### config.mk
export PLATFORM = sky130hd
export DESIGN_NAME = uart_fifo
export DESIGN_NICKNAME = d
export VERILOG_FILES = /design/src/rtl/uart_fifo.sv
export SDC_FILE = /design/constraint.sdc
export NUM_CORES = 1
export LEC_CHECK = 0
export ABC_AREA = 1
export BUFFER_PORTS_ARGS = -buffer_cell sky130_fd_sc_hd__buf_2
export CAP_MARGIN = 20
export CELL_PAD_IN_SITES_DETAIL_PLACEMENT = 1
export CELL_PAD_IN_SITES_GLOBAL_PLACEMENT = 2
export CORE_ASPECT_RATIO = 1.25
export CORE_MARGIN = 3
export CORE_UTILIZATION = 39
export DETAILED_ROUTE_END_ITERATION = 6
export GPL_TIMING_DRIVEN = 1
export PLACE_DENSITY_LB_ADDON = 0.08
export SYNTH_ARGS = -nofsm -noshare
export SYNTH_HDL_FRONTEND = slang
export SYNTH_SLANG_ARGS = --single-unit
### constraint.sdc
create_clock -name clk_i -period 5.4 [get_ports clk_i]
set_input_delay 0.27 -clock clk_i [delete_from_list [all_inputs] [get_ports clk_i]]
set_output_delay 0.27 -clock clk_i [all_outputs]
set_load 0.02 [all_outputs]
### src/rtl/uart_fifo.sv
// Memory-mapped UART with TX/RX FIFOs, runtime parity/stop-bit control,
// sticky receive error flags and a level interrupt.
module uart_fifo #(
    parameter int FIFO_DEPTH = 16,
    parameter int BAUD_RST   = 434
) (
    input  logic        clk_i,
    input  logic        rst_i,
    input  logic        uart_rx_i,
    output logic        uart_tx_o,
    input  logic        wr_en_i,
    input  logic [31:0] wr_addr_i,
    input  logic [31:0] wr_data_i,
    input  logic        rd_en_i,
    input  logic [31:0] rd_addr_i,
    output logic [31:0] rd_data_o,
    output logic        irq_o
);
    localparam int AW = $clog2(FIFO_DEPTH);
    localparam logic [AW:0] PTR_ONE = (AW+1)'(1);

    typedef enum logic [2:0] {S_IDLE, S_START, S_DATA, S_PARITY, S_STOP} state_t;

    logic [6:0]  ctrl_q;
    logic [15:0] baud_q;
    logic        ovr_q, ferr_q, perr_q, irq_q;
    logic [31:0] rd_data_q, rd_mux_s;
    logic [7:0]  status_s;

    logic [7:0]  tx_mem [FIFO_DEPTH];
    logic [7:0]  rx_mem [FIFO_DEPTH];
    logic [AW:0] tx_wp_q, tx_rp_q, rx_wp_q, rx_rp_q;
    logic        tx_full_s, tx_empty_s, rx_full_s, rx_empty_s;
    logic        tx_push_s, tx_pop_s, rx_push_s, rx_pop_s;
    logic [7:0]  tx_head_s, rx_head_s;

    logic wr_ctrl_s, wr_stat_s, wr_baud_s, wr_tx_s, rd_rx_s;
    logic unused_s;

    state_t      tx_state_q, tx_state_d;
    logic [15:0] tx_cnt_q, tx_cnt_d, tx_baud_q, tx_baud_d;
    logic [2:0]  tx_bit_q, tx_bit_d, tx_cfg_q, tx_cfg_d;
    logic [7:0]  tx_sh_q, tx_sh_d;
    logic        tx_par_q, tx_par_d, tx_stop_q, tx_stop_d, tx_line_q, tx_line_d;
    logic        tx_tick_s, tx_done_s, tx_busy_s;

    state_t      rx_state_q, rx_state_d;
    logic [15:0] rx_cnt_q, rx_cnt_d, rx_baud_q, rx_baud_d;
    logic [2:0]  rx_bit_q, rx_bit_d;
    logic [1:0]  rx_cfg_q, rx_cfg_d;
    logic [7:0]  rx_sh_q, rx_sh_d;
    logic        rx_pbad_q, rx_pbad_d, rx_s1_q, rx_s2_q, rx_s3_q;
    logic        rx_tick_s, rx_good_s, set_ferr_s, set_perr_s, set_ovr_s;

    assign unused_s  = ^{wr_addr_i[31:8], rd_addr_i[31:8], wr_data_i[31:16]};
    assign wr_ctrl_s = wr_en_i && (wr_addr_i[7:0] == 8'h00);
    assign wr_stat_s = wr_en_i && (wr_addr_i[7:0] == 8'h04);
    assign wr_baud_s = wr_en_i && (wr_addr_i[7:0] == 8'h08);
    assign wr_tx_s   = wr_en_i && (wr_addr_i[7:0] == 8'h0C);
    assign rd_rx_s   = rd_en_i && (rd_addr_i[7:0] == 8'h10);

    assign tx_empty_s = (tx_wp_q == tx_rp_q);
    assign tx_full_s  = (tx_wp_q[AW] != tx_rp_q[AW]) && (tx_wp_q[AW-1:0] == tx_rp_q[AW-1:0]);
    assign rx_empty_s = (rx_wp_q == rx_rp_q);
    assign rx_full_s  = (rx_wp_q[AW] != rx_rp_q[AW]) && (rx_wp_q[AW-1:0] == rx_rp_q[AW-1:0]);
    assign tx_head_s  = tx_mem[tx_rp_q[AW-1:0]];
    assign rx_head_s  = rx_mem[rx_rp_q[AW-1:0]];

    // A push on a full FIFO is still accepted when a pop frees a slot the same cycle.
    assign tx_push_s = wr_tx_s && (!tx_full_s || tx_pop_s);
    assign rx_pop_s  = rd_rx_s && !rx_empty_s;
    assign rx_push_s = rx_good_s && (!rx_full_s || rx_pop_s);
    assign set_ovr_s = rx_good_s && rx_full_s && !rx_pop_s;

    assign tx_busy_s = (tx_state_q != S_IDLE);
    assign status_s  = {tx_busy_s, perr_q, ferr_q, ovr_q, rx_full_s, !rx_empty_s, tx_empty_s, tx_full_s};

    always_ff @(posedge clk_i) begin
        if (tx_push_s) tx_mem[tx_wp_q[AW-1:0]] <= wr_data_i[7:0];
    end

    always_ff @(posedge clk_i) begin
        if (rx_push_s) rx_mem[rx_wp_q[AW-1:0]] <= rx_sh_q;
    end

    always_comb begin
        tx_state_d = tx_state_q;
        tx_bit_d   = tx_bit_q;
        tx_sh_d    = tx_sh_q;
        tx_baud_d  = tx_baud_q;
        tx_cfg_d   = tx_cfg_q;
        tx_par_d   = tx_par_q;
        tx_stop_d  = tx_stop_q;
        tx_tick_s  = (tx_cnt_q == 16'd0);
        tx_cnt_d   = tx_tick_s ? (tx_baud_q - 16'd1) : (tx_cnt_q - 16'd1);
        tx_line_d  = 1'b1;
        tx_done_s  = 1'b0;
        tx_pop_s   = 1'b0;
        case (tx_state_q)
            S_IDLE:  tx_line_d = 1'b1;
            S_START: begin
                tx_line_d = 1'b0;
                if (tx_tick_s) begin
                    tx_state_d = S_DATA;
                    tx_bit_d   = 3'd0;
                end else begin
                    tx_state_d = S_START;
                end
            end
            S_DATA: begin
                tx_line_d = tx_sh_q[0];
                if (tx_tick_s) begin
                    tx_sh_d  = {1'b0, tx_sh_q[7:1]};
                    tx_bit_d = tx_bit_q + 3'd1;
                    if (tx_bit_q == 3'd7) tx_state_d = tx_cfg_q[0] ? S_PARITY : S_STOP;
                    else                  tx_state_d = S_DATA;
                end else begin
                    tx_state_d = S_DATA;
                end
            end
            S_PARITY: begin
                tx_line_d = tx_par_q;
                if (tx_tick_s) tx_state_d = S_STOP;
                else           tx_state_d = S_PARITY;
            end
            S_STOP: begin
                tx_line_d = 1'b1;
                if (tx_tick_s && tx_cfg_q[2] && !tx_stop_q) begin
                    tx_stop_d = 1'b1;
                end else if (tx_tick_s) begin
                    tx_done_s  = 1'b1;
                    tx_state_d = S_IDLE;
                end else begin
                    tx_state_d = S_STOP;
                end
            end
            default: tx_state_d = S_IDLE;
        endcase
        // Chaining straight from the last stop bit keeps back-to-back frames gap-free.
        if ((tx_state_q == S_IDLE || tx_done_s) && ctrl_q[0] && !tx_empty_s) begin
            tx_pop_s   = 1'b1;
            tx_state_d = S_START;
            tx_sh_d    = tx_head_s;
            tx_par_d   = (^tx_head_s) ^ ctrl_q[3];
            tx_cfg_d   = ctrl_q[4:2];
            tx_baud_d  = baud_q;
            tx_cnt_d   = baud_q - 16'd1;
            tx_stop_d  = 1'b0;
        end else begin
            tx_pop_s = 1'b0;
        end
    end

    always_comb begin
        rx_state_d = rx_state_q;
        rx_bit_d   = rx_bit_q;
        rx_sh_d    = rx_sh_q;
        rx_baud_d  = rx_baud_q;
        rx_cfg_d   = rx_cfg_q;
        rx_pbad_d  = rx_pbad_q;
        rx_tick_s  = (rx_cnt_q == 16'd0);
        rx_cnt_d   = rx_tick_s ? (rx_baud_q - 16'd1) : (rx_cnt_q - 16'd1);
        rx_good_s  = 1'b0;
        set_ferr_s = 1'b0;
        set_perr_s = 1'b0;
        case (rx_state_q)
            S_IDLE: begin
                if (ctrl_q[1] && rx_s3_q && !rx_s2_q) begin
                    rx_state_d = S_START;
                    rx_cnt_d   = (baud_q >> 1) - 16'd1;
                    rx_baud_d  = baud_q;
                    rx_cfg_d   = ctrl_q[3:2];
                    rx_pbad_d  = 1'b0;
                end else begin
                    rx_state_d = S_IDLE;
                end
            end
            S_START: begin
                if (rx_tick_s && rx_s2_q) begin
                    rx_state_d = S_IDLE;
                end else if (rx_tick_s) begin
                    rx_state_d = S_DATA;
                    rx_bit_d   = 3'd0;
                end else begin
                    rx_state_d = S_START;
                end
            end
            S_DATA: begin
                if (rx_tick_s) begin
                    rx_sh_d  = {rx_s2_q, rx_sh_q[7:1]};
                    rx_bit_d = rx_bit_q + 3'd1;
                    if (rx_bit_q == 3'd7) rx_state_d = rx_cfg_q[0] ? S_PARITY : S_STOP;
                    else                  rx_state_d = S_DATA;
                end else begin
                    rx_state_d = S_DATA;
                end
            end
            S_PARITY: begin
                if (rx_tick_s) begin
                    rx_state_d = S_STOP;
                    if (rx_s2_q != ((^rx_sh_q) ^ rx_cfg_q[1])) begin
                        rx_pbad_d  = 1'b1;
                        set_perr_s = 1'b1;
                    end else begin
                        rx_pbad_d  = 1'b0;
                    end
                end else begin
                    rx_state_d = S_PARITY;
                end
            end
            S_STOP: begin
                if (rx_tick_s) begin
                    rx_state_d = S_IDLE;
                    set_ferr_s = !rx_s2_q;
                    rx_good_s  = rx_s2_q && !rx_pbad_q;
                end else begin
                    rx_state_d = S_STOP;
                end
            end
            default: rx_state_d = S_IDLE;
        endcase
    end

    always_comb begin
        case (rd_addr_i[7:0])
            8'h00:   rd_mux_s = {25'd0, ctrl_q};
            8'h04:   rd_mux_s = {24'd0, status_s};
            8'h08:   rd_mux_s = {16'd0, baud_q};
            8'h10:   rd_mux_s = rx_empty_s ? 32'd0 : {24'd0, rx_head_s};
            default: rd_mux_s = 32'd0;
        endcase
    end

    always_ff @(posedge clk_i or posedge rst_i) begin
        if (rst_i) begin
            ctrl_q <= 7'd0;  baud_q <= 16'(BAUD_RST);
            ovr_q  <= 1'b0;  ferr_q <= 1'b0;  perr_q <= 1'b0;  irq_q <= 1'b0;
            rd_data_q <= 32'd0;
            tx_wp_q <= '0;  tx_rp_q <= '0;  rx_wp_q <= '0;  rx_rp_q <= '0;
            tx_state_q <= S_IDLE;  tx_cnt_q <= 16'd0;  tx_baud_q <= 16'd0;
            tx_bit_q <= 3'd0;  tx_cfg_q <= 3'd0;  tx_sh_q <= 8'd0;
            tx_par_q <= 1'b0;  tx_stop_q <= 1'b0;  tx_line_q <= 1'b1;
            rx_state_q <= S_IDLE;  rx_cnt_q <= 16'd0;  rx_baud_q <= 16'd0;
            rx_bit_q <= 3'd0;  rx_cfg_q <= 2'd0;  rx_sh_q <= 8'd0;  rx_pbad_q <= 1'b0;
            rx_s1_q <= 1'b1;  rx_s2_q <= 1'b1;  rx_s3_q <= 1'b1;
        end else begin
            if (wr_ctrl_s) ctrl_q <= wr_data_i[6:0];
            if (wr_baud_s) baud_q <= (wr_data_i[15:0] < 16'd16) ? 16'd16 : wr_data_i[15:0];
            // Hardware set beats a same-cycle write-one-to-clear.
            ovr_q  <= set_ovr_s  || (ovr_q  && !(wr_stat_s && wr_data_i[4]));
            ferr_q <= set_ferr_s || (ferr_q && !(wr_stat_s && wr_data_i[5]));
            perr_q <= set_perr_s || (perr_q && !(wr_stat_s && wr_data_i[6]));
            irq_q  <= (ctrl_q[5] && !rx_empty_s) || (ctrl_q[6] && tx_empty_s && !tx_busy_s)
                      || ovr_q || ferr_q || perr_q;
            if (rd_en_i) rd_data_q <= rd_mux_s;
            if (tx_push_s) tx_wp_q <= tx_wp_q + PTR_ONE;
            if (tx_pop_s)  tx_rp_q <= tx_rp_q + PTR_ONE;
            if (rx_push_s) rx_wp_q <= rx_wp_q + PTR_ONE;
            if (rx_pop_s)  rx_rp_q <= rx_rp_q + PTR_ONE;
            tx_state_q <= tx_state_d;  tx_cnt_q <= tx_cnt_d;  tx_baud_q <= tx_baud_d;
            tx_bit_q <= tx_bit_d;  tx_cfg_q <= tx_cfg_d;  tx_sh_q <= tx_sh_d;
            tx_par_q <= tx_par_d;  tx_stop_q <= tx_stop_d;  tx_line_q <= tx_line_d;
            rx_state_q <= rx_state_d;  rx_cnt_q <= rx_cnt_d;  rx_baud_q <= rx_baud_d;
            rx_bit_q <= rx_bit_d;  rx_cfg_q <= rx_cfg_d;  rx_sh_q <= rx_sh_d;  rx_pbad_q <= rx_pbad_d;
            rx_s1_q <= uart_rx_i;  rx_s2_q <= rx_s1_q;  rx_s3_q <= rx_s2_q;
        end
    end

    assign uart_tx_o = tx_line_q;
    assign rd_data_o = rd_data_q;
    assign irq_o     = irq_q;
endmodule

==> results of run 1 <==
placed cells by master (no fill, tap or decap), types with 5 or more instances in the layout:
master         netlist  layout
dlygate4sd3_1        0      11
clkbuf_16            0      46
xor2_1              28      28
dfrtp_1            157     155
inv_2                5       5
buf_4               17       9
nand2_2              8       8
dfstp_2              9       9
nor2_4               5       5
o211ai_1            13      13
conb_1               1      16
inv_1              236     235
buf_2               28      54
nand2_1            523     523
nand3b_1             6       6
nor2_1             227     227
a31oi_1              9       9
nand3_1            108     108
nand4_1             34      34
o22ai_1             27      27
o221ai_1            19      19
ha_1                17      17
o31ai_1             11      11
clkinv_1             3       6
xnor2_1             14      14
nor3_1              12      12
nor2_2               5       5
a21oi_1             14      14
edfxtp_1           256     256
clkbuf_8             0       9
clkinv_2             0       7
o21ai_0            180     180
clkbuf_1            39      11
synth_stat cells (5+ instances only):
| library cell | number | share of area |
|---|---|---|
| nor3_1 | 12 | 0.0031 |
| o22ai_1 | 27 | 0.0087 |
| xor2_1 | 28 | 0.013 |
| xnor2_1 | 14 | 0.0063 |
| inv_2 | 5 | 0.00097 |
| o211ai_1 | 13 | 0.0050 |
| a21oi_1 | 14 | 0.0036 |
| buf_4 | 17 | 0.0066 |
| nand4_1 | 34 | 0.011 |
| o21ai_0 | 180 | 0.047 |
| nand3b_1 | 6 | 0.0023 |
| dfstp_2 | 9 | 0.012 |
| buf_2 | 28 | 0.0072 |
| a31oi_1 | 9 | 0.0029 |
| nand2_1 | 523 | 0.10 |
| o31ai_1 | 11 | 0.0043 |
| nor2_4 | 5 | 0.0029 |
| o221ai_1 | 19 | 0.0086 |
| nand3_1 | 108 | 0.028 |
| nor2_2 | 5 | 0.0016 |
| dfrtp_1 | 157 | 0.20 |
| nor2_1 | 227 | 0.044 |
| ha_1 | 17 | 0.011 |
| edfxtp_1 | 256 | 0.40 |
| inv_1 | 236 | 0.046 |
| nand2_2 | 8 | 0.0026 |
| clkbuf_1 | 39 | 0.0076 |
logic make-up (layout without fill, tap and decap cells):
logic type | after synthesis | after routing | share of synthesized area
compound gates | 286 | 286 | 0.08506
xor+xnor | 42 | 42 | 0.01900
fa+ha+maj | 17 | 17 | 0.01099
buf+inv | 334 | 403 | 0.07032
flops | 422 | 422 | 0.6123
mux | 1 | 1 | 0.0005171
other cells | 1 | 18 | 0.0001937
simple gates | 938 | 938 | 0.2016
stage by stage:
stage / worst slack (ns) / util
2_1_floorplan: 0.6549 / -
3_3_place_gp: 1.886 / 0.4140
3_5_place_dp: 1.812 / 0.4140
4_1_cts: 1.830 / 0.4478
5_1_grt: 1.598 / 0.4478
6_report: 1.901 / 0.4479
sequential cells by signal, summed over array words and instances (netlist names), 7 cells and up:
register	count
ctrl_q	7
tx_baud_q	16
tx_cnt_q	16
rx_mem	128
baud_q	16
rx_cnt_q	16
tx_mem	128
rx_sh_q	8
rx_baud_q	16
rd_data_o	16
tx_sh_q	8
final cells by class:
class | count | area [sq um]
diodes | 2 | 5.005
clock buffers | 66 | 1316
clock inverters | 18 | 219.0
fillers | 5585 | 26860
inverters | 244 | 920.9
multi-input cells | 1300 | 6200
flip-flops and latches | 422 | 11860
well taps | 644 | 805.8
repair buffers | 75 | 467.9
per-layer routing:
layer	routed length [um]	part of all wire	up-vias	GRT usage
met2	26090	0.48	193	0.3597
met5	13	0.00024	-	0
met1	24870	0.46	6984	0.2848
met4	1248	0.023	2	0.05450
li1	-	-	6809	-
met3	2050	0.038	75	0.03435
power by group:
part	internal, uW	total [uW]	switching [uW]
combinational	527	1660	1130
sequential	3660	3820	163
clock	1890	3210	1320
total	6080	8690	2610
worst max-delay path by stage:
stage / end / slack [ns] / cells past startpoint
5_1_grt: tx_mem[11][6] / 1.60 / 9
2_1_floorplan: baud_q[0] / 0.65 / 1
6_report: tx_mem[11][0] / 1.90 / 11
3_3_place_gp: tx_mem[11][7] / 1.89 / 9
4_1_cts: tx_mem[11][3] / 1.83 / 11
3_5_place_dp: tx_mem[11][7] / 1.81 / 9
critical path, delay by kind of cell (launching register included):
family / cells / cell delay, ns
simple gates: 10 / 2.56
buf+inv: 1 / 0.15
flops: 1 / 0.37
==> qor.txt, run 1 <==
Final Cell Area: 21,790 sq um
Fin. Hold Viols: 0
Die width: 205.3 um
First-pass GRT wire length: 86,230 um
Worst-path clk slew: 0.06 ns
Die ar.: 52,360 sq um
WL final: 54,280 um
Post-CTS Setup Bufs: 0
Via/cell ratio: 5.075
Worst R2R End: tx_mem[11][0]
Drt wl/cell: 19.59 um
Syn avg cell area: 9.484 sq um
Netlist cell types: 49
Crit-path max cell delay: 0.76 ns
CTS tree: built
Layout area overhead: 12.57%
Post-synth top flop: edfxtp_1
Post-DP HPWL: 36,510 um
Hold depth: 1
CP Class: register to register
Ys Warns: 0
Final #Nets: 2,206
CTS resizes: 0
H-tree depth: 2
Number of cell rows: 90
Num ports: 135
Vias in the first global route: 15,030
Crit-path cells: nor2_1 > nand3_1 > nor2_1 > nand3_1 > nand2_2 > nand3_4 > nand2_1 > nand2_1 > inv_2 > nand3_1 > nor2_1
FMAX: 285.8 MHz
Worst EP required: 5.61 ns
Slew Limit Fails: 0
Num CTS Buffers: 45
Clock skew: 0.02745 ns
Status: completed
Initial Util: 0.3979
Setup crit start: tx_cnt_q[13]
Final Cycle Share: 0.6479
Synth Cell Area: 19,360 sq um
WHS Endpoint: tx_mem[7][5]
TNS Setup: 0 ns
Clock latency on the worst-skew pair: 0.59 ns
Die H: 255.1 um
RSZ-0062 raised after global routing: no
Slew headroom: 0.2987
Worst hold path class: primary input to register
Critical path endpoint category: register
Reg2Reg Depth: 11
Via count: 14,060
Maxcap violations: 0
CTS Root Cell: clkbuf_16
DRC errors left: 0
Hold Slack: 0.1139 ns
Synth async-reset ratio: 0.3934
Flop-to-flop setup slack: 1.90 ns
PwrDens: 398.9 nW/um^2
Iter 0 DRT Violations: 722
Layout Cells excl Fill: 2,771
Initial antenna violation count: 3
CP Launch Type: register
Placed Area: 20,140 sq um
Global placement routability congestion: 0.8064
First drt pass iteration count: 4
Worst Tran Pin Value: 1.052 ns
Worst r2r src: tx_cnt_q[13]
Total power draw: 8691 uW
Grt ovf: 0
Largest net degree at the start of global routing: 167
Clk buf depth: 3
Worst path slowest cell: nor2_1
Seq cells post-synth: 422
Global Route Usage Sum: 0.2118
Post-synthesis sequential area ratio: 0.6123
Hold buffer count at CTS: 11
IR drop worst, VDD: 0.2715 mV
Post-synthesis cell count: 2,041
Post-synth EDFFs: 256
Antenna Violating Nets Remaining: 0
Worst endpoint data arrival time: 3.70 ns
Placed cells: 2,674
Core Region: 48,650 sq um
Static leakage: 0.009642 uW
Share of post-route cells with drive strength above 1: 0.08141
Hold path start: wr_data_i[5]
CTS sink count: 422
Final setup viols: 0
Fin crit period: 3.499 ns
Crit path max fanout: 37
Port Buffers: 54
(Power assumes the default switching activity.)
==> inputs of run 2 (changes only) <==
==> constraint.sdc (replaced) <==
create_clock -name clk_i -period 3.6 [get_ports clk_i]
set_input_delay 0.18 -clock clk_i [delete_from_list [all_inputs] [get_ports clk_i]]
set_output_delay 0.18 -clock clk_i [all_outputs]
set_load 0.02 [all_outputs]
==> run 2 against run 1 <==
Net effect: critical path depth down 2; worst setup slack worse by 1.3 ns; sequential power up 49%; sequential share of layout area down 0.88 points; combinational power up 58%; maximum frequency up 15%; utilization up 0.73 points; hold slack worse by 0.088 ns; total power up 54%; flip-flop and latch count unchanged; critical path type unchanged; critical endpoint is now rd_data_o[6].
==> qor.txt, run 2 (synthesis results as in run 1) <==
Num CTS Buffers: 46 (was 45)
CTS tree: built (unchanged)
Final #Nets: 2,241 (was 2,206)
Share of post-route cells with drive strength above 1: 0.09625 (was 0.08141)
Worst path slowest cell: buf_4 (was nor2_1)
Int Power: 9333 uW (was 6077 uW)
RSZ-0062 raised after global routing: no (unchanged)
CP Class: register to register (unchanged)
Drt wl/cell: 19.79 um (was 19.59 um)
Crit-path max cell delay: 0.59 ns (was 0.76 ns)
Vias in the first global route: 15,030 (about the same)
Via/cell ratio: 5.108 (was 5.075)
Largest net degree at the start of global routing: 84 (was 167)
Worst Tran Pin Value: 0.8593 ns (was 1.052 ns)
WL final: 55,520 um (was 54,280 um)
Clk buf depth: 3 (unchanged)
Hold path start: wr_data_i[5] (unchanged)
Worst hold path class: primary input to register (unchanged)
Final Cycle Share: 0.8441 (was 0.6479)
IR drop worst, VDD: 0.4047 mV (was 0.2715 mV)
CTS Root Cell: clkbuf_16 (unchanged)
PwrDens: 603.6 nW/um^2 (was 398.9 nW/um^2)
Slew headroom: 0.4250 (was 0.2987)
Num ports: 135 (unchanged)
Worst r2r src: rx_rp_q[0] (was tx_cnt_q[13])
Total power draw: 13,370 uW (was 8691 uW)
Die width: 205.3 um (unchanged)
Fin. Hold Viols: 0 (unchanged)
Placed cells: 2,707 (was 2,674)
Port Buffers: 54 (unchanged)
Die H: 255.1 um (unchanged)
Sw power: 4034 uW (was 2614 uW)
Initial Util: 0.3979 (unchanged)
First drt pass iteration count: 5 (was 4)
H-tree depth: 2 (unchanged)
Clock latency on the worst-skew pair: 0.60 ns (was 0.59 ns)
Flop-to-flop setup slack: 0.56 ns (was 1.90 ns)
Worst R2R End: rd_data_o[6] (was tx_mem[11][0])
Core Region: 48,650 sq um (unchanged)
Post-DP HPWL: 37,790 um (was 36,510 um)
WHS Endpoint: tx_mem[3][5] (was tx_mem[7][5])
WP buf/inv: 3 (was 1)
Final setup viols: 0 (unchanged)
Initial antenna violation count: 1 (was 3)
Layout area overhead: 14.41% (was 12.57%)
First-pass GRT wire length: 86,520 um (was 86,230 um)
CP Launch Type: register (unchanged)
Via count: 14,330 (was 14,060)
Commonest non-fill, non-tap cell in the layout: nand2_1 (unchanged)
FMAX: 329.1 MHz (was 285.8 MHz)
Fill cells: 5,596 (was 5,585)
Sequential Power Share: 0.425 (was 0.440)
Largest delay share family, worst path: buffers and inverters (was simple AND/OR/NAND/NOR gates)
Die ar.: 52,360 sq um (unchanged)
Slew Limit Fails: 0 (unchanged)
TNS Setup: 0 ns (unchanged)
Reg2Reg Depth: 9 (was 11)
Iter 0 DRT Violations: 649 (was 722)
Clock skew: 0.01234 ns (was 0.02745 ns)
Layout Cells excl Fill: 2,805 (was 2,771)
Hold depth: 1 (unchanged)
DRC errors left: 0 (unchanged)
Switch share: 0.3018 (was 0.3008)
Ant. Diodes: 0 (was 2)
Maxcap violations: 0 (unchanged)
Most frequent cells in the layout: nand2_1 (523), edfxtp_1 (256), inv_1 (235) (unchanged)
Number of cell rows: 90 (unchanged)
Static leakage: 0.009841 uW (was 0.009642 uW)
Combinational power share: 0.196 (was 0.191)
Grt ovf: 0 (unchanged)
Crit path max fanout: 67 (was 37)
Worst-path clk slew: 0.06 ns (about the same)
Global Route Usage Sum: 0.2147 (was 0.2118)
Global placement routability congestion: 0.8111 (was 0.8064)
Worst endpoint data arrival time: 3.51 ns (was 3.70 ns)
Worst EP required: 4.07 ns (was 5.61 ns)
CTS sink count: 422 (unchanged)
Clock network fraction of design power: 0.379 (was 0.369)
Crit-path cells: buf_4 > inv_1 > buf_12 > o21ai_0 > o22ai_1 > o211ai_1 > a31oi_1 > o21ai_0 > nand2_1 (was nor2_1 > nand3_1 > nor2_1 > nand3_1 > nand2_2 > nand3_4 > nand2_1 > nand2_1 > inv_2 > nand3_1 > nor2_1)
Fin crit period: 3.039 ns (was 3.499 ns)
Critical path endpoint category: register (unchanged)
Antenna Violating Nets Remaining: 0 (unchanged)
Most frequent CP cell: o21ai_0
Status: completed (unchanged)
## run 2: power by group through the flow
stage | logic (uW) | registers (uW) | clock network (uW)
after floorplan | 1940 | 5710 | 0
after global placement | 2590 | 5760 | 0
after detailed placement | 2640 | 5780 | 0
after CTS | 2670 | 5690 | 5200
after global routing | 3040 | 5720 | 5380
final | 2620 | 5680 | 5070
## run 2: final cells by class
cell class,instances,area [sq um],share of cell area
clock buffer,57,1222,0.05520
clock inverter,29,392.9,0.01774
inverter,244,919.6,0.04153
multi-input combinational,1300,6200,0.2799
sequential,422,11860,0.5353
tap,644,805.8,0.03638
timing repair buffer,109,750.7,0.03390
## run 2: metal layers
metal / global-route usage / vias to the layer above / routed length [um]
met2: 0.3645 / 217 / 26940
met4: 0.05685 / 2 / 1270
met3: 0.03498 / 79 / 1937
li1: - / 6880 / -
met1: 0.2880 / 7151 / 25360
met5: 0 / - / 13
## run 2: through the flow
step / setup slack [ns] / instance area (sq um) / hold slack [ns] / util
floorplan: 1.315 / 19420 / 0.1845 / -
global placement: 0.5807 / 20410 / 0.1025 / 0.4196
detailed placement: 0.5749 / 20410 / 0.1006 / 0.4196
CTS: 0.5481 / 22150 / 0.0001241 / 0.4552
global route: 0.3006 / 22150 / 0.01937 / 0.4552
finish: 0.5611 / 22150 / 0.02600 / 0.4552
## run 2: worst max-delay path by stage
stage | start | to | slack [ns] | cells past startpoint
floorplan | rst_i | baud_q[0] | 1.31 | 1
global placement | rd_addr_i[1] | rx_mem[13][4] | 0.58 | 13
detailed placement | rd_addr_i[1] | rx_mem[13][2] | 0.57 | 13
CTS | rx_rp_q[0] | rd_data_o[3] | 0.55 | 9
global route | rx_rp_q[0] | rd_data_o[3] | 0.30 | 9
finish | rx_rp_q[0] | rd_data_o[6] | 0.56 | 9
## run 2: what timing repair did
item                                   in CTS  in global routing
resized for setup                           0                  0
hold buffers                               12                  0
buffers inserted                            0                  0
endpoints found under the hold margin     172                  0
==> inputs of run 3 (changes only) <==
--- a/config.mk
+++ b/config.mk
@@ -12,7 +12,7 @@
 export CELL_PAD_IN_SITES_GLOBAL_PLACEMENT = 2
 export CORE_ASPECT_RATIO = 1.25
 export CORE_MARGIN = 3
-export CORE_UTILIZATION = 39
+export CORE_UTILIZATION = 35
 export DETAILED_ROUTE_END_ITERATION = 6
 export GPL_TIMING_DRIVEN = 1
 export PLACE_DENSITY_LB_ADDON = 0.08
==> constraint.sdc (replaced) <==
create_clock -name clk_i -period 2.48 [get_ports clk_i]
set_input_delay 0.124 -clock clk_i [delete_from_list [all_inputs] [get_ports clk_i]]
set_output_delay 0.124 -clock clk_i [all_outputs]
set_load 0.02 [all_outputs]
==> run 3 against run 2 <==
Net effect: cell area is 4.0% higher; cell count increased by 6.0%; register-to-register slack lost 0.41 ns; non-clock buffer count rose by 85; flip-flop and latch count stayed put; routed wire length increased by 3.5%; via count grew 1.1%; worst setup slack worse by 0.41 ns; clock-buffer cell count increased by 12; clock skew is 0.0097 ns higher; clock power increased by 42%; maximum frequency up 31%; critical path type unchanged; largest cell class unchanged.
==> qor.txt, run 3 (synthesis results as in run 1) <==
Worst Tran Pin Value: 0.7487 ns (was 0.8593 ns)
Drt wl/cell: 19.32 um (was 19.79 um)
Layout area overhead: 19.04% (was 14.41%)
Critical path endpoint category: register (unchanged)
Util after Layout: 0.4251 (was 0.4552)
Num CTS Buffers: 47 (was 46)
Clock latency on the worst-skew pair: 0.59 ns (was 0.60 ns)
CTS tree: built (unchanged)
Iter 0 DRT Violations: 607 (was 649)
RSZ-0062 raised after global routing: yes (was no)
Port Buffers: 54 (unchanged)
Maxcap violations: 0 (unchanged)
Core Region: 54,200 sq um (was 48,650 sq um)
Worst endpoint data arrival time: 2.61 ns (was 3.51 ns)
Die width: 216.3 um (was 205.3 um)
Antenna Violating Nets Remaining: 0 (unchanged)
Largest net degree at the start of global routing: 56 (was 84)
DRC errors left: 0 (unchanged)
Vias in the first global route: 15,360 (was 15,030)
Worst-path clk slew: 0.06 ns (about the same)
Clk buf depth: 3 (unchanged)
WP buf/inv: 2 (was 3)
Final Cycle Share: 0.9373 (was 0.8441)
Worst path slowest cell: dfrtp_1 (was buf_4)
Clock skew: 0.02201 ns (was 0.01234 ns)
Hold Slack: 0.03718 ns (was 0.02600 ns)
Grt ovf: 0 (unchanged)
Crit-path cells: nor2_2 > nand3_1 > nor2_2 > nand3_1 > nand2_2 > nand3_4 > nand2_1 > nand2_1 > inv_2 > nand3_1 > nor2_1 > buf_4 (was buf_4 > inv_1 > buf_12 > o21ai_0 > o22ai_1 > o211ai_1 > a31oi_1 > o21ai_0 > nand2_1)
Fin crit period: 2.324 ns (was 3.039 ns)
Via count: 14,490 (was 14,330)
Global placement routability congestion: 0.8003 (was 0.8111)
FMAX: 430.2 MHz (was 329.1 MHz)
Final setup viols: 0 (unchanged)
Num ports: 135 (unchanged)
CTS sink count: 422 (unchanged)
Crit path max fanout: 10 (was 67)
Slew Limit Fails: 0 (unchanged)
Post-DP HPWL: 39,790 um (was 37,790 um)
PwrDens: 849.7 nW/um^2 (was 603.6 nW/um^2)
Initial Util: 0.3571 (was 0.3979)
Fin. Hold Viols: 0 (unchanged)
TNS Setup: 0 ns (unchanged)
Worst EP required: 2.77 ns (was 4.07 ns)
Ant. Diodes: 0 (unchanged)
Largest delay share family, worst path: simple AND/OR/NAND/NOR gates (was buffers and inverters)
Die H: 268.9 um (was 255.1 um)
Commonest non-fill, non-tap cell in the layout: nand2_1 (unchanged)
Static leakage: 0.01027 uW (was 0.009841 uW)
Most frequent cells in the layout: nand2_1 (509), edfxtp_1 (256), inv_1 (232) (was nand2_1 (523), edfxtp_1 (256), inv_1 (235))
Status: completed (unchanged)
CP Launch Type: register (unchanged)
H-tree depth: 2 (unchanged)
First-pass GRT wire length: 89,690 um (was 86,520 um)
Worst hold path class: primary input to register (unchanged)
CP Class: register to register (unchanged)
Global Route Usage Sum: 0.2005 (was 0.2147)
Initial antenna violation count: 0 (was 1)
CTS Root Cell: clkbuf_16 (unchanged)
Crit-path max cell delay: 0.39 ns (was 0.59 ns)
Share of post-route cells with drive strength above 1: 0.1429 (was 0.09625)
Final #Nets: 2,327 (was 2,241)
WL final: 57,470 um (was 55,520 um)
Via/cell ratio: 4.872 (was 5.108)
Most frequent CP cell: nand3_1 (was o21ai_0)
Slew headroom: 0.5009 (was 0.4250)
First drt pass iteration count: 4 (was 5)
Number of cell rows: 95 (was 90)
IR drop worst, VDD: 0.6006 mV (was 0.4047 mV)
Die ar.: 58,180 sq um (was 52,360 sq um)
Total power draw: 19,580 uW (was 13,370 uW)
-- run 3: path summary, 6_finish.rpt --
check / startpoint / end / slack [ns] / depth (start not counted)
min: wr_data_i[3] / tx_mem[9][3] / 0.04 / 1
min reg2reg: rx_s1_q / rx_s2_q / 0.36 / 0
max: tx_cnt_q[13] / tx_mem[11][4] / 0.16 / 12
max in group asynchronous: rst_i / tx_rp_q[0] / 1.41 / 4
min in group asynchronous: rst_i / rx_cnt_q[6] / 0.19 / 3
max reg2reg: tx_cnt_q[13] / tx_mem[11][4] / 0.16 / 12
-- run 3: metrics by stage --
stage / cells / cell area, sq um / setup slack [ns]
after floorplan: 2056 / 19420 / 0.2307
after global placement: 2859 / 21110 / 0.01377
after detailed placement: 2859 / 21110 / -0.03489
after CTS: 2964 / 22870 / 0.01394
after global routing: 2974 / 23040 / -0.05524
final: 2974 / 23040 / 0.1555
-- run 3: final cells by class --
cell class / count / area [sq um]
fillers: 6231 / 31160
repair buffers: 194 / 1488
flip-flops and latches: 422 / 11860
clock buffers: 69 / 1310
inverters: 244 / 919.6
multi-input cells: 1300 / 6299
clock inverters: 18 / 257.7
well taps: 727 / 909.6
-- run 3: worst reg2reg max path, delay by kind of cell (launching register included) --
kind / cells / cell delay (ns)
buf+inv: 2 / 0.37
flops: 1 / 0.39
simple gates: 10 / 1.27
-- run 3: per-layer routing --
layer	global-route usage	vias to the layer above	wire (um)
li1	-	7051	-
met1	0.2546	7141	25130
met2	0.3533	210	28500
met3	0.02525	86	1828
met4	0.07385	0	2014
met5	0	-	0
-- run 3: report_power, final --
part,switching [uW],internal [uW],total [uW]
logic,2700,1440,4140
registers,282,7970,8250
clock network,2890,4290,7190
-- run 3: what timing repair did --
action | in CTS | in global routing
gates resized for setup | 3 | 40
pin swaps | 0 | 9
hold buffers | 17 | 0
setup buffers | 1 | 10
endpoints found under the setup margin | 81 | 241
hold endpoints to repair | 107 | 0
